`src/rtl/axilite_csr_write_resp.sv`:
```
// axilite_csr_write_resp
// AXI4-Lite slave write-response stage. Per-write response codes from the
// write-data stage are queued in a small FIFO and issued on the B channel in
// acceptance order. resp_ready provides backpressure while the master stalls
// bready.
// Optional build macro: AXILITE_CSR_WRITE_RESP_ERRCNT_EN adds a saturating
// 16-bit err_count of SLVERR/DECERR B handshakes.
module axilite_csr_write_resp #(
  parameter int RESP_DEPTH  = 2,
  parameter int RESP_OKAY   = 0,
  parameter int RESP_EXOKAY = 1,
  parameter int RESP_SLVERR = 2,
  parameter int RESP_DECERR = 3
) (
  input  logic        clk,
  input  logic        rst,
`ifdef AXILITE_CSR_WRITE_RESP_ERRCNT_EN
  output logic [15:0] err_count,
`endif
  input  logic [3:0]  resp,
  input  logic        resp_valid,
  output logic        resp_ready,
  output logic        bvalid,
  input  logic        bready,
  output logic [1:0]  bresp
);

  localparam int PTR_W = $clog2(RESP_DEPTH);
  localparam int CNT_W = PTR_W + 1;

  localparam logic [CNT_W-1:0] DEPTH_C  = CNT_W'(RESP_DEPTH);
  localparam logic [1:0]       OKAY_C   = 2'(RESP_OKAY);
  localparam logic [1:0]       EXOKAY_C = 2'(RESP_EXOKAY);
  localparam logic [1:0]       SLVERR_C = 2'(RESP_SLVERR);
  localparam logic [1:0]       DECERR_C = 2'(RESP_DECERR);

  // A code with nonzero upper bits, or one outside the four AXI encodings,
  // is reported to the master as a slave error.
  function automatic logic [1:0] sanitize_code(input logic [3:0] code);
    logic [1:0] c;
    c = code[1:0];
    if (code[3:2] != 2'b00) return SLVERR_C;
    if (c == OKAY_C || c == EXOKAY_C || c == SLVERR_C || c == DECERR_C) return c;
    return SLVERR_C;
  endfunction

  logic [1:0]       mem_q [RESP_DEPTH];
  logic [PTR_W-1:0] wr_ptr_q, wr_ptr_d;
  logic [PTR_W-1:0] rd_ptr_q, rd_ptr_d;
  logic [CNT_W-1:0] count_q, count_d;
  logic             push;
  logic             pop;

  // Handshake status is derived from registered count only, so neither
  // resp_ready nor bvalid has a combinational path from the inputs.
  assign resp_ready = (count_q != DEPTH_C);
  assign bvalid     = (count_q != '0);
  assign bresp      = bvalid ? mem_q[rd_ptr_q] : OKAY_C;

  assign push = resp_valid && resp_ready;
  assign pop  = bvalid && bready;

  // Next-state for pointers and occupancy; pointers wrap naturally.
  always_comb begin
    wr_ptr_d = wr_ptr_q;
    rd_ptr_d = rd_ptr_q;
    count_d  = count_q;
    if (push) wr_ptr_d = wr_ptr_q + PTR_W'(1);
    if (pop)  rd_ptr_d = rd_ptr_q + PTR_W'(1);
    case ({push, pop})
      2'b10:   count_d = count_q + CNT_W'(1);
      2'b01:   count_d = count_q - CNT_W'(1);
      default: count_d = count_q;
    endcase
  end

  // Control state; async reset flushes the queue and drops bvalid at once.
  always_ff @(posedge clk or posedge rst) begin
    if (rst) begin
      wr_ptr_q <= '0;
      rd_ptr_q <= '0;
      count_q  <= '0;
    end else begin
      wr_ptr_q <= wr_ptr_d;
      rd_ptr_q <= rd_ptr_d;
      count_q  <= count_d;
    end
  end

  // Response storage; contents are don't-care until written, so no reset.
  always_ff @(posedge clk) begin
    if (push) mem_q[wr_ptr_q] <= sanitize_code(resp);
  end

`ifdef AXILITE_CSR_WRITE_RESP_ERRCNT_EN
  logic [15:0] err_cnt_q, err_cnt_d;

  function automatic logic is_err(input logic [1:0] code);
    return (code == SLVERR_C) || (code == DECERR_C);
  endfunction

  // Saturating count of error responses actually handed to the master.
  always_comb begin
    err_cnt_d = err_cnt_q;
    if (pop && is_err(bresp) && (err_cnt_q != 16'hFFFF))
      err_cnt_d = err_cnt_q + 16'd1;
  end

  // Error counter register, cleared only by reset.
  always_ff @(posedge clk or posedge rst) begin
    if (rst) err_cnt_q <= '0;
    else     err_cnt_q <= err_cnt_d;
  end

  assign err_count = err_cnt_q;
`endif

endmodule
```
`config.mk`:
```
export PLATFORM = sky130hd
export DESIGN_NAME = axilite_csr_write_resp
export DESIGN_NICKNAME = d
export VERILOG_FILES = /design/src/rtl/axilite_csr_write_resp.sv
export SDC_FILE = /design/constraint.sdc
export NUM_CORES = 1
export LEC_CHECK = 0
export CORE_AREA = 2 2 39 41
export CTS_CLUSTER_DIAMETER = 40
export DETAILED_ROUTE_END_ITERATION = 16
export DIE_AREA = 0 0 41 43
export PLACE_DENSITY = 0.49
export SKIP_CTS_REPAIR_TIMING = 1
export SYNTH_ARGS = -nofsm -noshare
export SYNTH_HDL_FRONTEND = slang
export SYNTH_SLANG_ARGS = --single-unit
```
`constraint.sdc`:
```
create_clock -name clk -period 1.8 [get_ports clk]
set_clock_uncertainty 0.05 [all_clocks]
set_input_delay 0.36 -clock clk [delete_from_list [all_inputs] [get_ports clk]]
set_output_delay 0.36 -clock clk [all_outputs]
set_load 0.05 [all_outputs]
```
==> results.yml, run 1 <==
cells_and_area:
  antenna_cells: 0
  nets: 54
  syn_to_final_growth_pct: 43.1
  drive_above_1_share_pct: 20.5
  fin_util_pct: 38.2
detailed_routing:
  final_antenna_net_count: 0
  viasPerCell: 4.22
  drtIter0Drc: 2
  wl_per_cell_um: 10.8
  num_vias: 253
  routed_wl_um: 645
  dr.pass1.iters: 3
  drc: 0
cts:
  htreeDepth: 1
  insertion_delay_ps: 260
  cts_sinks: 8
  cts_inserted_buffers: 3
  tritoncts: "done"
  clk_pin_slew_worst_paths_ps: 50
  cts_root_buf: "clkbuf_4"
  clockBufferDepth: 2
timing:
  setup_viol: 0
  clock.fmax_ghz: 0.612
  final_hold_viol_count: 0
  setup_tns_ps: 0
  min_period_over_period_pct: 90.8
  maxSlewViolCount: 0
  rsz0062_at_grt: "false"
  post-route-min-period_ps: 1640
  slew-limit-headroom_pct: 82.1
  worst_hold_slack_ps: 236
  worst_slack_ps: 165
  worst_pin_slew_ps: 267
grt:
  antenna_found_initial: 0
  grt_pass1_wl_um: 1000
  first_global_vias: 247
  grtUsageTotal_pct: 9.48
  met3_usage_pct: 5.76
  grt_max_degree: 6
  met1_usage_pct: 10.5
  busiest_layer: "met2"
  grt_overflow_total: 0
  grtUsageMet2_pct: 11.3
critical_path:
  slowest_stage: "dfrtp_1"
  cp-end-kind: "output pin"
  startpoint: "count_q[0]"
  arrival_ps: 1230
  cp_num_buf_inv: 1
  critPathKind: "reg2out"
  r2r_start: "count_q[0]"
  reg2reg_slack_ps: 250
  cp_common_cell: "nor2_1"
  path_cells: "nor2_1, nor2_1, buf_4"
  cp_top_family: "flip-flops"
  cpPeakStageDelay_ps: 430
  crit_path_max_fanout: 4
  cp-start-kind: "flip-flop"
  required_ps: 1390
place:
  gp_congestion: 0.674
  dpl.hpwl_um: 514
  dp_slack_ps: 57.9
  portBuffers: 11
pwr:
  seqPwrFrac_pct: 32.3
  intPower_w: 0.000577
  p_clk_share_pct: 14.4
  p_leak_nw: 0.225
  peakVddDrop_mv: 0.645
  p_switching_w: 0.000443
  comb_power_share_pct: 53.3
  powerDensity_nw_per_um2: 1930
  swShare_pct: 43.4
  totalPowerFinal_w: 0.00102
die:
  io-pin-count: 12
  die_y_um: 43
  die_area_um2: 1760
  core_area_um2: 1380
  initial_core_util_pct: 26.7
  fp.dieW_um: 41
  rows: 14
yosys:
  async_flop_share_pct: 50.0
  synth_edf_count: 4
  syn_inst: 29
  yosys-top-cells-count: "5 x nor2_1, 4 x dfrtp_1, 4 x edfxtp_1, 3 x xnor2_1"
  synth.most_common_cell: "nor2_1"
  syn_nets: 38
  synth.avg_cell_area_um2: 12.7
  syn-cell-area_um2: 369
  synth_top_area_share_pct: 32.5
  yosys_warnings: 0
  yosys.area.top_type: "edfxtp_1"
  yosys-top-cells-area: "edfxtp_1 33%, dfrtp_1 27%, xnor2_1 7.1%, mux2i_1 5.4%, nor2_1 5.1%"
  ys_seq_elements: 8
  synth_flop_cell: "edfxtp_1"
  ys_types: 14
  ys_seq_area_share_pct: 59.7
run:
  maxCapViolCount: 0
hold_path:
  hold_class: "in2async"
outcome:
  outcome: "finished, final reports clean"
## worst reg2reg max path, delay by kind of cell (launching register included)
kind	cells	cell delay [ps]
xor+xnor	2	310
flops	1	430
fa+ha+maj	1	210
simple gates	3	440
## area by class of cell
cell class	count	area [um^2]
fill	132	856
sequential	8	220
multi-input combinational	19	141
timing repair buffer	11	113
clock buffer	4	26.3
tap	16	20.0
inverter	2	7.51
## worst paths after layout
| path | end | cells after the start |
|---|---|---|
| worst min-delay path | rd_ptr_q | 2 |
| worst max register to register | count_q[1] | 6 |
| max in group asynchronous | wr_ptr_q | 2 |
| min in group clk | wr_ptr_q | 1 |
| worst min register to register | wr_ptr_q | 1 |
| worst max-delay path | bresp[1] | 3 |
## power by group through the flow
stage	Clock, W	Combinational (W)	Sequential [W]
after floorplan	0	0.000384	0.000321
after CTS	0.000151	0.000550	0.000330
after global routing	0.000162	0.000578	0.000339
after detailed placement	0	0.000546	0.000334
final	0.000147	0.000544	0.000329
after global placement	0	0.000530	0.000332
## per-stage QoR
| stage | cell area (um^2) | instances |
|---|---|---|
| 2_1_floorplan | 369 | 29 |
| 3_3_place_gp | 502 | 56 |
| 3_5_place_dp | 502 | 56 |
| 4_1_cts | 528 | 60 |
| 5_1_grt | 528 | 60 |
| 6_report | 528 | 60 |
## cells by family after synthesis
group         Yosys count  share of synthesized area [%]
xor+xnor                5                           11.9
buf+inv                 2                           2.03
mux                     2                           5.42
flops                   8                           59.7
fa+ha+maj               1                           3.39
simple gates           11                           17.6
## metal layers
metal  vias to the layer above  share of wire, %
met2                        12                46
li1                        125                 -
met3                         3               8.5
met4                         0               4.0
met1                       113                41
met5                         -                 0
## layout by cell type (no fill, tap or decap)
cell / n
clkdlybuf4s50_1: 7
nor2_1: 5
dfrtp_1: 4
edfxtp_1: 4
xnor2_1: 3
clkbuf_4: 3
buf_4: 3
xor2_1: 2
inv_1: 2
mux2i_1: 2
nor2b_2: 1
nand2b_4: 1
nand2_1: 1
nor3b_1: 1
and3_1: 1
or3_1: 1
ha_1: 1
clkbuf_1: 1
buf_12: 1
## state kept, by name, indices dropped and copies added, names as in the netlist
| register | cells |
|---|---|
| mem_q | 4 |
| count_q | 2 |
| rd_ptr_q | 1 |
| wr_ptr_q | 1 |
(Power assumes the default switching activity.)
==> run 2: changes to the inputs <==
Settings changed: ABC_AREA set to 0, SLEW_MARGIN set to 5.
==> results of run 2 <==
Final layout, timing and power as in run 1 (identical DEF).
